### src/rtl/clk_period_monitor.sv
// clk_period_monitor
//   Receive-side checker for a slow divided clock. clk_in is synchronised into
//   the clk2 domain, and its rising edges are detected. The time between edges
//   is counted in clk2 cycles. The monitor declares lock after LOCK_CNT
//   consecutive periods that fall within EXP_PERIOD +/- TOL. It declares a
//   sticky fault when a locked period falls outside that window.
//
//   Optional build macro: CLKMON_TIMEOUT_EN adds a stuck-clock watchdog. While
//   in MEASURE, or in LOCKED, a count of EXP_PERIOD+TOL+1 with no edge
//   seen is treated as a bad period right away.
//
// Ports
//   clk2        in   fast reference clock
//   rst_n2      in   asynchronous active-low reset
//   clk_in      in   slow clock under test (asynchronous to clk2)
//   en          in   monitor enable; low forces IDLE
//   fault_clr   in   single-cycle pulse; leaves FAULT for ARM
//   edge_o      out  single-cycle pulse per detected clk_in rising edge
//   period_o    out  last measured period in clk2 cycles
//   period_vld  out  single-cycle pulse when period_o updates
//   locked      out  high in LOCKED
//   fault       out  high in FAULT
module clk_period_monitor #(
  parameter int EXP_PERIOD = 4000002,
  parameter int TOL        = 16,
  parameter int LOCK_CNT   = 4,
  parameter int CNT_W      = 32
) (
  input  logic             clk2,
  input  logic             rst_n2,
  input  logic             clk_in,
  input  logic             en,
  input  logic             fault_clr,
  output logic             edge_o,
  output logic [CNT_W-1:0] period_o,
  output logic             period_vld,
  output logic             locked,
  output logic             fault
);

  localparam logic [2:0] ST_IDLE  = 3'd0;
  localparam logic [2:0] ST_ARM   = 3'd1;
  localparam logic [2:0] ST_MEAS  = 3'd2;
  localparam logic [2:0] ST_LOCK  = 3'd3;
  localparam logic [2:0] ST_FAULT = 3'd4;

  // Window bounds carry one extra bit. This way a low bound that would go
  // negative clamps to zero, and a high bound above the counter range stays
  // representable.
  localparam logic [CNT_W:0] WIN_LO = (EXP_PERIOD > TOL) ? (CNT_W+1)'(EXP_PERIOD - TOL) : '0;
  localparam logic [CNT_W:0] WIN_HI = (CNT_W+1)'(EXP_PERIOD + TOL);
`ifdef CLKMON_TIMEOUT_EN
  localparam logic [CNT_W-1:0] WD_CNT = CNT_W'(EXP_PERIOD + TOL + 1);
`endif

  logic [2:0]       state;
  logic             s1, s2, s3;
  logic [CNT_W-1:0] cnt;
  logic [3:0]       good_cnt;
  logic             rise;
  logic             cnt_sat;
  logic             in_win;
  logic [CNT_W-1:0] cnt_inc;

  assign rise    = s2 & ~s3;
  assign cnt_sat = &cnt;
  assign cnt_inc = cnt_sat ? cnt : cnt + 1'b1;
  // A saturated count is an unknown-length period, so it never qualifies.
  assign in_win  = !cnt_sat && ({1'b0, cnt} >= WIN_LO) && ({1'b0, cnt} <= WIN_HI);

  assign locked = (state == ST_LOCK);
  assign fault  = (state == ST_FAULT);

  always_ff @(posedge clk2 or negedge rst_n2) begin
    if (!rst_n2) begin
      s1         <= 1'b0;
      s2         <= 1'b0;
      s3         <= 1'b0;
      state      <= ST_IDLE;
      cnt        <= '0;
      good_cnt   <= '0;
      edge_o     <= 1'b0;
      period_o   <= '0;
      period_vld <= 1'b0;
    end else begin
      // The synchroniser keeps running while the monitor is disabled.
      // Because of that, enabling the monitor never produces a false edge.
      s1         <= clk_in;
      s2         <= s1;
      s3         <= s2;
      edge_o     <= 1'b0;
      period_vld <= 1'b0;
      if (!en) begin
        state    <= ST_IDLE;
        cnt      <= '0;
        good_cnt <= '0;
      end else begin
        case (state)
          ST_IDLE: state <= ST_ARM;
          ST_ARM: begin
            // The first edge only starts timing. The partial period before it is dropped.
            if (rise) begin
              state    <= ST_MEAS;
              cnt      <= CNT_W'(1);
              good_cnt <= '0;
              edge_o   <= 1'b1;
            end else begin
              cnt <= cnt_inc;
            end
          end
          ST_MEAS, ST_LOCK, ST_FAULT: begin
            if (state == ST_FAULT && fault_clr) begin
              // Clear wins over a coincident edge. That edge is not used to re-arm.
              state    <= ST_ARM;
              cnt      <= '0;
              good_cnt <= '0;
              edge_o   <= rise;
            end else if (rise) begin
              edge_o     <= 1'b1;
              period_o   <= cnt;
              period_vld <= 1'b1;
              cnt        <= CNT_W'(1);
              if (state == ST_MEAS) begin
                if (in_win) begin
                  good_cnt <= good_cnt + 1'b1;
                  if (good_cnt + 4'd1 == 4'(LOCK_CNT)) state <= ST_LOCK;
                end else begin
                  good_cnt <= '0;
                end
              end else if (state == ST_LOCK && !in_win) begin
                state    <= ST_FAULT;
                good_cnt <= '0;
              end
            end else begin
              cnt <= cnt_inc;
`ifdef CLKMON_TIMEOUT_EN
              // Stuck-clock watchdog: the period is already too long to be good.
              if (cnt == WD_CNT) begin
                if (state == ST_MEAS) good_cnt <= '0;
                if (state == ST_LOCK) begin
                  state    <= ST_FAULT;
                  good_cnt <= '0;
                end
              end
`endif
            end
          end
          default: state <= ST_IDLE;
        endcase
      end
    end
  end

endmodule
### config.mk
export PLATFORM = sky130hd
export DESIGN_NAME = clk_period_monitor
export DESIGN_NICKNAME = d
export VERILOG_FILES = /design/src/rtl/clk_period_monitor.sv
export SDC_FILE = /design/constraint.sdc
export NUM_CORES = 1
export LEC_CHECK = 0
export BUFFER_PORTS_ARGS = -buffer_cell sky130_fd_sc_hd__buf_2
export CAP_MARGIN = 30
export CORE_ASPECT_RATIO = 1.25
export CORE_MARGIN = 5
export CORE_UTILIZATION = 35
export DETAILED_ROUTE_END_ITERATION = 6
export SLEW_MARGIN = 10
export SYNTH_ARGS = -nofsm -noshare
export SYNTH_HDL_FRONTEND = slang
export SYNTH_SLANG_ARGS = --single-unit
### constraint.sdc
create_clock -name clk2 -period 3.2 [get_ports clk2]
set_input_delay 0.48 -clock clk2 [delete_from_list [all_inputs] [get_ports clk2]]
set_output_delay 0.48 -clock clk2 [all_outputs]
set_load 0.05 [all_outputs]
---- Yosys cells after proc, flatten, opt, wreduce, memory -nomap -nowiden ----
Index checks and enable logic that the tools add are counted.
storage, ports and cells
  word-level logic and storage cells ...... 68
  bits of input ports ..................... 5
  bits in registers ....................... 76
  output and inout bits ................... 36
cells by class
  multiplexer cells ....................... 29
  bitwise operators ....................... 3
  add/subtract/negate cells ............... 2
  reduce and logical (&&, ||, !) cells .... 12
  order comparisons ....................... 2
  equal/unequal tests ..................... 11
operators by type and width
  kind                                                   number
  two-way mux 32 bit                                     4
  one-hot mux 32 bit (2 select lines)                    1
  adder 32 x 1 -> 32 bit, second input constant          1
  >= comparator 32 x 22 -> 1 bit, second input constant  1
  <= comparator 32 x 22 -> 1 bit, second input constant  1
  AND reduction 32 bit                                   1
  two-way mux 4 bit                                      7
  two-way mux 3 bit                                      8
  inequality test 5 bit, second input constant           3
  one-hot mux 3 bit (3 select lines)                     1
  one-hot mux 4 bit (2 select lines)                     1
  AND reduction 4 bit                                    2
  equality test 3 x 2 -> 1 bit, second input constant    2
  two-way mux 1 bit                                      6
  AND reduction 5 bit                                    1
  adder 4 x 1 -> 4 bit, second input constant            1
  equality test 4 x 3 -> 1 bit, second input constant    1
  logical AND 1 bit                                      4
  inequality test 4 bit, second input constant           1
  equality test 3 x 1 -> 1 bit, second input constant    1
  equality test 3 bit, second input constant             1
  logical NOT 3 bit                                      1
  inequality test 3 x 1 -> 1 bit, second input constant  1
  inequality test 3 bit, second input constant           1
  other kinds (5)                                        7

---- Longest topological paths before layout ----
Gate-level depths: netlist of run 1.
  depth after elaboration ................. 12
  mapped depth ............................ 8
  mapped depth without buffers ............ 8

---- Worst setup path before layout of run 1 ----
No wires, ideal clock.
  path type ............................... flip-flop to flip-flop
  start ................................... register cnt[1]
  end ..................................... register good_cnt[3]
  arrival time ............................ 2,218 ps
  setup slack ............................. 861 ps
  required time ........................... 3,079 ps
  cell stages (with the launch flop) ...... 9
  setup time .............................. 121 ps
  path buffers ............................ 1
  clock period less this slack ............ 2,339 ps
  cells stage by stage .................... dfrtp_1 -> ha_1 -> nand3_1 -> or4_1 -> or4_1 -> buf_2 -> nand2_2 -> o21bai_2 -> a22o_1
on the way
  word-level cells in the longest chain between the ends .. 10
  elaborated cells between the ends (all ways) .. 16
  those cells by class .................... order compare (2); eq/ne (1); mux (6); reduce/logical (7)
RTL lines
  item                                                                                    RTL line  text
  start: declaration                                                                      58        logic [CNT_W-1:0] cnt;
  start signal: assignment                                                                108       cnt <= cnt_inc;
  start signal: assignment                                                                135       cnt <= cnt_inc;
  parallel branches: the longest is 3 deep, another holds >= comparator 32 x 22 -> 1 bit  --
  logical AND 1 bit (*)                                                                   69        assign in_win = !cnt_sat && ({1'b0, cnt} >= WIN_LO) && ({1'b0, cnt} <= WIN_HI);
  two-way mux 4 bit                                                                       124       if (in_win) begin
  two-way mux 4 bit                                                                       123       if (state == ST_MEAS) begin
  two-way mux 4 bit                                                                       118       end else if (rise) begin
  two-way mux 4 bit                                                                       112       if (state == ST_FAULT && fault_clr) begin
  one-hot mux 4 bit (2 select lines)                                                      98        case (state)
  two-way mux 4 bit                                                                       93        if (!en) begin
  end signal: assignment                                                                  125       good_cnt <= good_cnt + 1'b1;
  end: declaration                                                                        59        logic [3:0] good_cnt;
Mark *: on every way between the ends. The select of a mux whose other input is x is not followed.
A chain may end at the register's enable or synchronous reset.

---- Final worst setup path of run 1 ----
Same ends and word-level chain as after synthesis.

==> results of run 1 <==
==> area by class of cell <==
cell class / count / area (µm²)
clock buffers: 11 / 233
clock inverters: 5 / 100
fillers: 1108 / 6480
inverters: 10 / 37.5
multi-input cells: 300 / 1960
flip-flops and latches: 76 / 1900
well taps: 135 / 169
repair buffers: 52 / 313
==> worst max-delay path: stages (launching register included) <==
cell and delay (ns):
dfrtp_1 0.48, ha_1 0.27, nand3_1 0.22, or4_1 0.56
or4_1 0.59, nand2_2 0.12, o21bai_2 0.07, a22o_1 0.25
==> placed cells by master (no fill, tap or decap), types with 5 or more instances in the layout <==
| cell | count |
|---|---|
| a21oi_1 | 15 |
| a31oi_1 | 16 |
| and2_1 | 6 |
| and3_1 | 12 |
| buf_2 | 39 |
| buf_4 | 12 |
| clkbuf_16 | 9 |
| dfrtp_1 | 76 |
| inv_1 | 10 |
| mux2_2 | 26 |
| nand2_1 | 35 |
| nand3_1 | 27 |
| nand4_1 | 9 |
| nor2_1 | 17 |
| nor3_1 | 5 |
| nor4_1 | 11 |
| o21ai_0 | 44 |
| o31ai_1 | 8 |
==> flip-flops by register name, summed over array words and instances (netlist names) <==
register	flops
period_o	32
edge_o	1
good_cnt	4
s3	1
s1	1
s2	1
period_vld	1
state	3
cnt	32
==> where the power goes <==
group / switching [W] / total, W / internal (W)
Combinational: 0.000147 / 0.000208 / 0.0000616
Clock: 0.000385 / 0.00114 / 0.000759
Sequential: 0.0000255 / 0.00100 / 0.000979
==> cells by family (layout without fill, tap and decap cells) <==
| kind of cell | count (synthesis) | in the layout | synth area share |
|---|---|---|---|
| compound gates | 115 | 115 | 0.186 |
| xor+xnor | 1 | 1 | 0.00218 |
| fa+ha+maj | 4 | 4 | 0.0124 |
| buf+inv | 34 | 78 | 0.0401 |
| flops | 76 | 76 | 0.473 |
| mux | 27 | 27 | 0.0752 |
| simple gates | 153 | 153 | 0.211 |
==> through the flow <==
stage	util	hold slack, ns	cell area (µm²)	setup WS [ns]
after floorplan	-	0.184	4020	0.861
after global placement	0.389	0.335	4350	0.591
after detailed placement	0.392	0.335	4380	0.555
after CTS	0.421	0.00190	4710	0.531
after global routing	0.421	0.0148	4710	0.253
final	0.421	0.00493	4710	0.528
==> layer usage <==
layer / routed length, µm / vias to the layer above / global-route usage
met5: 0 / - / 0
met4: 273 / 0 / 0.0678
met3: 515 / 22 / 0.0297
met2: 5100 / 114 / 0.259
met1: 4650 / 1701 / 0.201
li1: - / 1632 / -
==> worst max path at each step <==
| stage | start | to | slack, ns |
|---|---|---|---|
| after floorplan | cnt[1]$_DFFE_PN0P_ | good_cnt[3]$_DFFE_PN0P_ | 0.86 |
| after global placement | cnt[1]$_DFFE_PN0P_ | good_cnt[3]$_DFFE_PN0P_ | 0.59 |
| after detailed placement | cnt[1]$_DFFE_PN0P_ | good_cnt[1]$_DFFE_PN0P_ | 0.56 |
| after CTS | cnt[1]$_DFFE_PN0P_ | good_cnt[1]$_DFFE_PN0P_ | 0.53 |
| after global routing | cnt[1]$_DFFE_PN0P_ | cnt[23]$_DFFE_PN0P_ | 0.25 |
| final | cnt[1]$_DFFE_PN0P_ | good_cnt[3]$_DFFE_PN0P_ | 0.53 |
==> flow_metrics.env, run 1 <==
export IMPL_tns_ns=0
export IMPL_p_leak_nw=2.24
export IMPL_status="finished clean"
export IMPL_avgRoutedWirePerCell_um=17.9
export IMPL_ys_top_cells_by_count="76 x dfrtp_1, 44 x o21ai_0, 35 x nand2_1"
export IMPL_timing_final_crit_share=0.835
export IMPL_hold_viol=0
export IMPL_fmax_mhz=374
export IMPL_fin_cells=589
export IMPL_ys_seq_elements=76
export IMPL_dr_total_vias=3469
export IMPL_rr_worst_depth=7
export IMPL_cts_tree="yes"
export IMPL_diodes=0
export IMPL_drt_initial_drc_count=274
export IMPL_fp_coreArea_um2=11200
export IMPL_first_global_vias=3391
export IMPL_synthCells=410
export IMPL_synthesis_nets=419
export IMPL_worstMarginPinSlew_ns=0.776
export IMPL_cp_end_kind="flop"
export IMPL_synthFlopType="dfrtp_1"
export IMPL_clock_latency_ns=0.34
export IMPL_cts_setup_buffers=0
export IMPL_drive_gt1_frac=0.238
export IMPL_ir_worst_vdd_v=0.000235
export IMPL_cts_max_level=3
export IMPL_via_per_inst=5.89
export IMPL_start_util=0.360
export IMPL_cts_root_buf="clkbuf_16"
export IMPL_rsz0062_at_grt="false"
export IMPL_cts_resized=0
export IMPL_arrival_ns=2.90
export IMPL_detailed_place_hpwl_um=7400
export IMPL_synth_most_common_cell="dfrtp_1"
export IMPL_finalSetupViolCount=0
export IMPL_ant_nets=0
export IMPL_wirelength_um=10500
export IMPL_die_x_um=106
export IMPL_placementRows=43
export IMPL_worstHoldPathType="in2async"
export IMPL_grt_use_total=0.156
export IMPL_gp_congestion=0.876
export IMPL_finClkSkew_ns=0.00564
export IMPL_synth_async_sr_flop_share=1.00
export IMPL_drv_cap=0
export IMPL_area_growth_pct=17.2
export IMPL_maxSlewViolCount=0
export IMPL_path_class="reg2reg"
export IMPL_crit_fanout=9
export IMPL_antenna_found_initial=0
export IMPL_clk_pin_slew_worst_paths_ns=0.06
export IMPL_clk_path_buf_depth=2
export IMPL_avgSynthCellArea_um2=9.81
export IMPL_firstDrtPassIters=5
export IMPL_ys_seq_area_frac=0.473
export IMPL_ctsHoldBuffers=0
export IMPL_timing_rr_start="cnt[1]$_DFFE_PN0P_"
export IMPL_report_power_total_w=0.00236
export IMPL_reg2reg_to="good_cnt[3]$_DFFE_PN0P_"
export IMPL_io_pins=41
export IMPL_synth_edff_count=0
export IMPL_netlist_area_leader_share=0.473
export IMPL_grt_pass1_wl_um=17100
export IMPL_gr_total_overflow=0
export IMPL_maxSlewHeadroom=0.482
export IMPL_start_kind="flop"
export IMPL_p_per_area_nw_per_um2=500
export IMPL_ys_warnings_count=0
export IMPL_synth_largest_area_cell="dfrtp_1"
export IMPL_ys_types=61
export IMPL_netlist_area_um2=4020
export IMPL_port_buffers=40
export IMPL_die_area_um2=13800
export IMPL_die_h_um=130
export IMPL_num_nets_final=458
export IMPL_worstPathRequired_ns=3.43
export IMPL_cts_buffers=9
export IMPL_clock_sinks=76
export IMPL_synth_area_leaders="dfrtp_1 47%, mux2_2 7.3%, o21ai_0 5.5%"
export IMPL_min_period_ns=2.67
export IMPL_rrSetupSlack_ns=0.53
export IMPL_dp_cells=573
export IMPL_grt_max_degree=63
export IMPL_drc=0
(Power assumes the default switching activity.)
==> inputs of run 2 (changes only) <==
Settings changed: ABC_AREA from default to 1.
Clock period 3.2 ns to 2.4 ns, I/O delays scaled along.
==> run 2 against run 1 <==
The run now ends with negative hold slack left. Clock skew grew 0.0016 ns. Critical path type unchanged. Routed wire length rose by 9.9%. Count of clock-buffer cells in the layout rose by 1. Register-to-register slack got worse by 0.26 ns. Critical path depth rose by 4. Worst setup slack worse by 0.26 ns. Highest routed layer unchanged. Cell area up 7.0%. Via count grew 11%. Synthesized cell count is 39% higher.
==> flow_metrics.env, run 2 <==
export IMPL_reg2reg_to="good_cnt[1]$_DFFE_PN0P_"
export IMPL_worstHoldPathType="in2async"
export IMPL_cts_tree="yes"
export IMPL_die_h_um=134
export IMPL_ys_top_cells_by_count="171 x nand2_1, 76 x dfrtp_1, 59 x inv_1"
export IMPL_synth_largest_area_cell="dfrtp_1"
export IMPL_grt_max_degree=65
export IMPL_final_cell_mix="171 x nand2_1, 76 x dfrtp_1, 59 x inv_1"
export IMPL_synthFlopType="dfrtp_1"
export IMPL_drt_initial_drc_count=173
export IMPL_dr_total_vias=3854
export IMPL_cts_buffers=9
export IMPL_rr_worst_depth=11
export IMPL_synth_async_sr_flop_share=1.00
export IMPL_maxSlewHeadroom=0.671
export IMPL_worstMarginPinSlew_ns=0.493
export IMPL_fp_coreArea_um2=12100
export IMPL_netlist_area_um2=4310
export IMPL_path_class="reg2reg"
export IMPL_antenna_found_initial=0
export IMPL_gp_congestion=0.937
export IMPL_grt_pass1_wl_um=19100
export IMPL_ir_worst_vdd_v=0.000489
export IMPL_firstDrtPassIters=4
export IMPL_drc=0
export IMPL_status="finished with violations"
export IMPL_placementRows=45
export IMPL_hold_viol=33
export IMPL_timing_rr_start="state[2]$_DFFE_PN0P_"
export IMPL_clock_sinks=76
export IMPL_ys_warnings_count=0
export IMPL_cp_top_family="simple AND/OR/NAND/NOR gates"
export IMPL_tns_ns=0
export IMPL_port_buffers=40
export IMPL_cts_setup_buffers=0
export IMPL_clock_latency_ns=0.34
export IMPL_largestRegisters="cnt (32), period_o (32), good_cnt (4)"
export IMPL_cts_max_level=3
export IMPL_finalSetupViolCount=0
export IMPL_avgSynthCellArea_um2=7.55
export IMPL_hold_ws_ns=-0.0155
export IMPL_ys_types=36
export IMPL_min_period_ns=2.14
export IMPL_die_x_um=109
export IMPL_rrSetupSlack_ns=0.26
export IMPL_violations="negative hold slack"
export IMPL_maxSlewViolCount=0
export IMPL_ys_seq_elements=76
export IMPL_gr_total_overflow=0
export IMPL_diodes=0
export IMPL_synth_edff_count=0
export IMPL_synth_most_common_cell="nand2_1"
export IMPL_path_buf_inv=2
export IMPL_first_global_vias=3885
export IMPL_layout_commonest_cell="nand2_1"
export IMPL_cts_resized=0
export IMPL_drive_gt1_frac=0.180
export IMPL_detailed_place_hpwl_um=8900
export IMPL_p_per_area_nw_per_um2=1030
export IMPL_area_growth_pct=17.0
export IMPL_worstPathRequired_ns=2.68
export IMPL_grt_use_total=0.169
export IMPL_slowest_stage="dfrtp_1"
export IMPL_netlist_area_leader_share=0.441
export IMPL_p_leak_nw=2.47
export IMPL_ant_nets=0
export IMPL_fin_util=0.417
export IMPL_ys_seq_area_frac=0.441
export IMPL_synthesis_nets=580
export IMPL_ctsHoldBuffers=0
export IMPL_io_pins=41
export IMPL_crit_fanout=12
export IMPL_timing_final_crit_share=0.890
export IMPL_wirelength_um=11600
export IMPL_via_per_inst=4.91
export IMPL_start_util=0.356
export IMPL_avgRoutedWirePerCell_um=14.8
export IMPL_cpPeakStageDelay_ns=0.45
export IMPL_fillers=1242
export IMPL_arrival_ns=2.42
export IMPL_clk_pin_slew_worst_paths_ns=0.06
export IMPL_cts_root_buf="clkbuf_16"
export IMPL_crit_chain="nor3_4 -> nor2_2 -> nand2_2 -> nor2_2 -> nand2_4 -> inv_4 -> nor2_4 -> inv_4 -> a21oi_2 -> nand2_1 -> nand2_1"
export IMPL_synthCells=571
export IMPL_fmax_mhz=468
export IMPL_finClkSkew_ns=0.00727
export IMPL_drv_cap=0
export IMPL_clk_path_buf_depth=2
export IMPL_die_area_um2=14600
export IMPL_cp_end_kind="flop"
export IMPL_rsz0062_at_grt="false"
export IMPL_synth_area_leaders="dfrtp_1 44%, nand2_1 15%, o21ai_0 5.5%"
export IMPL_start_kind="flop"
export IMPL_num_nets_final=625
run 2: changes by cell type in the layout (fill, tap and decap cells not counted), sizes merged, moves of 8 or more:
| cell | delta |
|---|---|
| buf | -8 |
| mux2 | -26 |
| and3 | -14 |
| nor3 | +20 |
| nor4 | -9 |
| a31oi | -16 |
| o21ai | +11 |
| nand3 | +11 |
| nand2 | +146 |
| nor2 | +46 |
| inv | +62 |
run 2: worst max path at each step:
stage / from / end / slack [ns] / cells past startpoint
3_3_place_gp: state[2]$_DFFE_PN0P_ / cnt[7]$_DFFE_PN0P_ / 0.30 / 12
3_5_place_dp: state[0]$_DFFE_PN0P_ / cnt[7]$_DFFE_PN0P_ / 0.26 / 13
2_1_floorplan: state[2]$_DFFE_PN0P_ / cnt[15]$_DFFE_PN0P_ / 0.52 / 12
5_1_grt: state[0]$_DFFE_PN0P_ / good_cnt[1]$_DFFE_PN0P_ / 0.02 / 13
6_report: state[2]$_DFFE_PN0P_ / good_cnt[1]$_DFFE_PN0P_ / 0.26 / 11
4_1_cts: state[0]$_DFFE_PN0P_ / cnt[7]$_DFFE_PN0P_ / 0.25 / 13
run 2: worst reg2reg max path: stages (launching register included):
cell and delay (ns):
dfrtp_1 0.45, nor3_4 0.28, nor2_2 0.07, nand2_2 0.07
nor2_2 0.06, nand2_4 0.16, inv_4 0.10, nor2_4 0.39
inv_4 0.15, a21oi_2 0.21, nand2_1 0.08, nand2_1 0.06
run 2: metrics by stage:
stage               total power (W)  cells  hold WS (ns)  worst slack (ns)  cell area [µm²]
finish                      0.00522    785       -0.0155             0.263             5040
global route                0.00551    785        0.0275            0.0191             5040
CTS                         0.00528    785       0.00498             0.251             5040
detailed placement          0.00376    769         0.339             0.264             4710
global placement            0.00372    769         0.337             0.298             4710
floorplan                   0.00328    571        0.0644             0.520             4310
run 2: power breakdown:
part	total (W)	switching (W)	internal [W]
Clock	0.00151	0.000520	0.000991
Sequential	0.00171	0.000158	0.00156
Combinational	0.00199	0.00157	0.000420
run 2: cell type report:
type | count | area (µm²) | share of cell area
clock buffers | 12 | 267 | 0.0528
clock inverters | 4 | 70.1 | 0.0139
inverters | 72 | 278 | 0.0551
multi-input cells | 413 | 2070 | 0.409
flip-flops and latches | 76 | 1900 | 0.377
well taps | 164 | 205 | 0.0407
repair buffers | 44 | 258 | 0.0511
run 2: cell families (layout without fill, tap and decap cells):
family | Yosys count | in the layout | share of synthesized area
buf+inv | 82 | 132 | 0.0795
flops | 76 | 76 | 0.441
compound gates | 70 | 70 | 0.0868
xor+xnor | 8 | 8 | 0.0163
fa+ha+maj | 4 | 4 | 0.0116
simple gates | 331 | 331 | 0.365
run 2: per-layer routing:
layer	track usage	up-vias	part of all wire
met5	0	-	0
met1	0.201	1818	0.42
li1	-	1924	-
met2	0.287	81	0.50
met3	0.0318	31	0.038
met4	0.0880	0	0.042
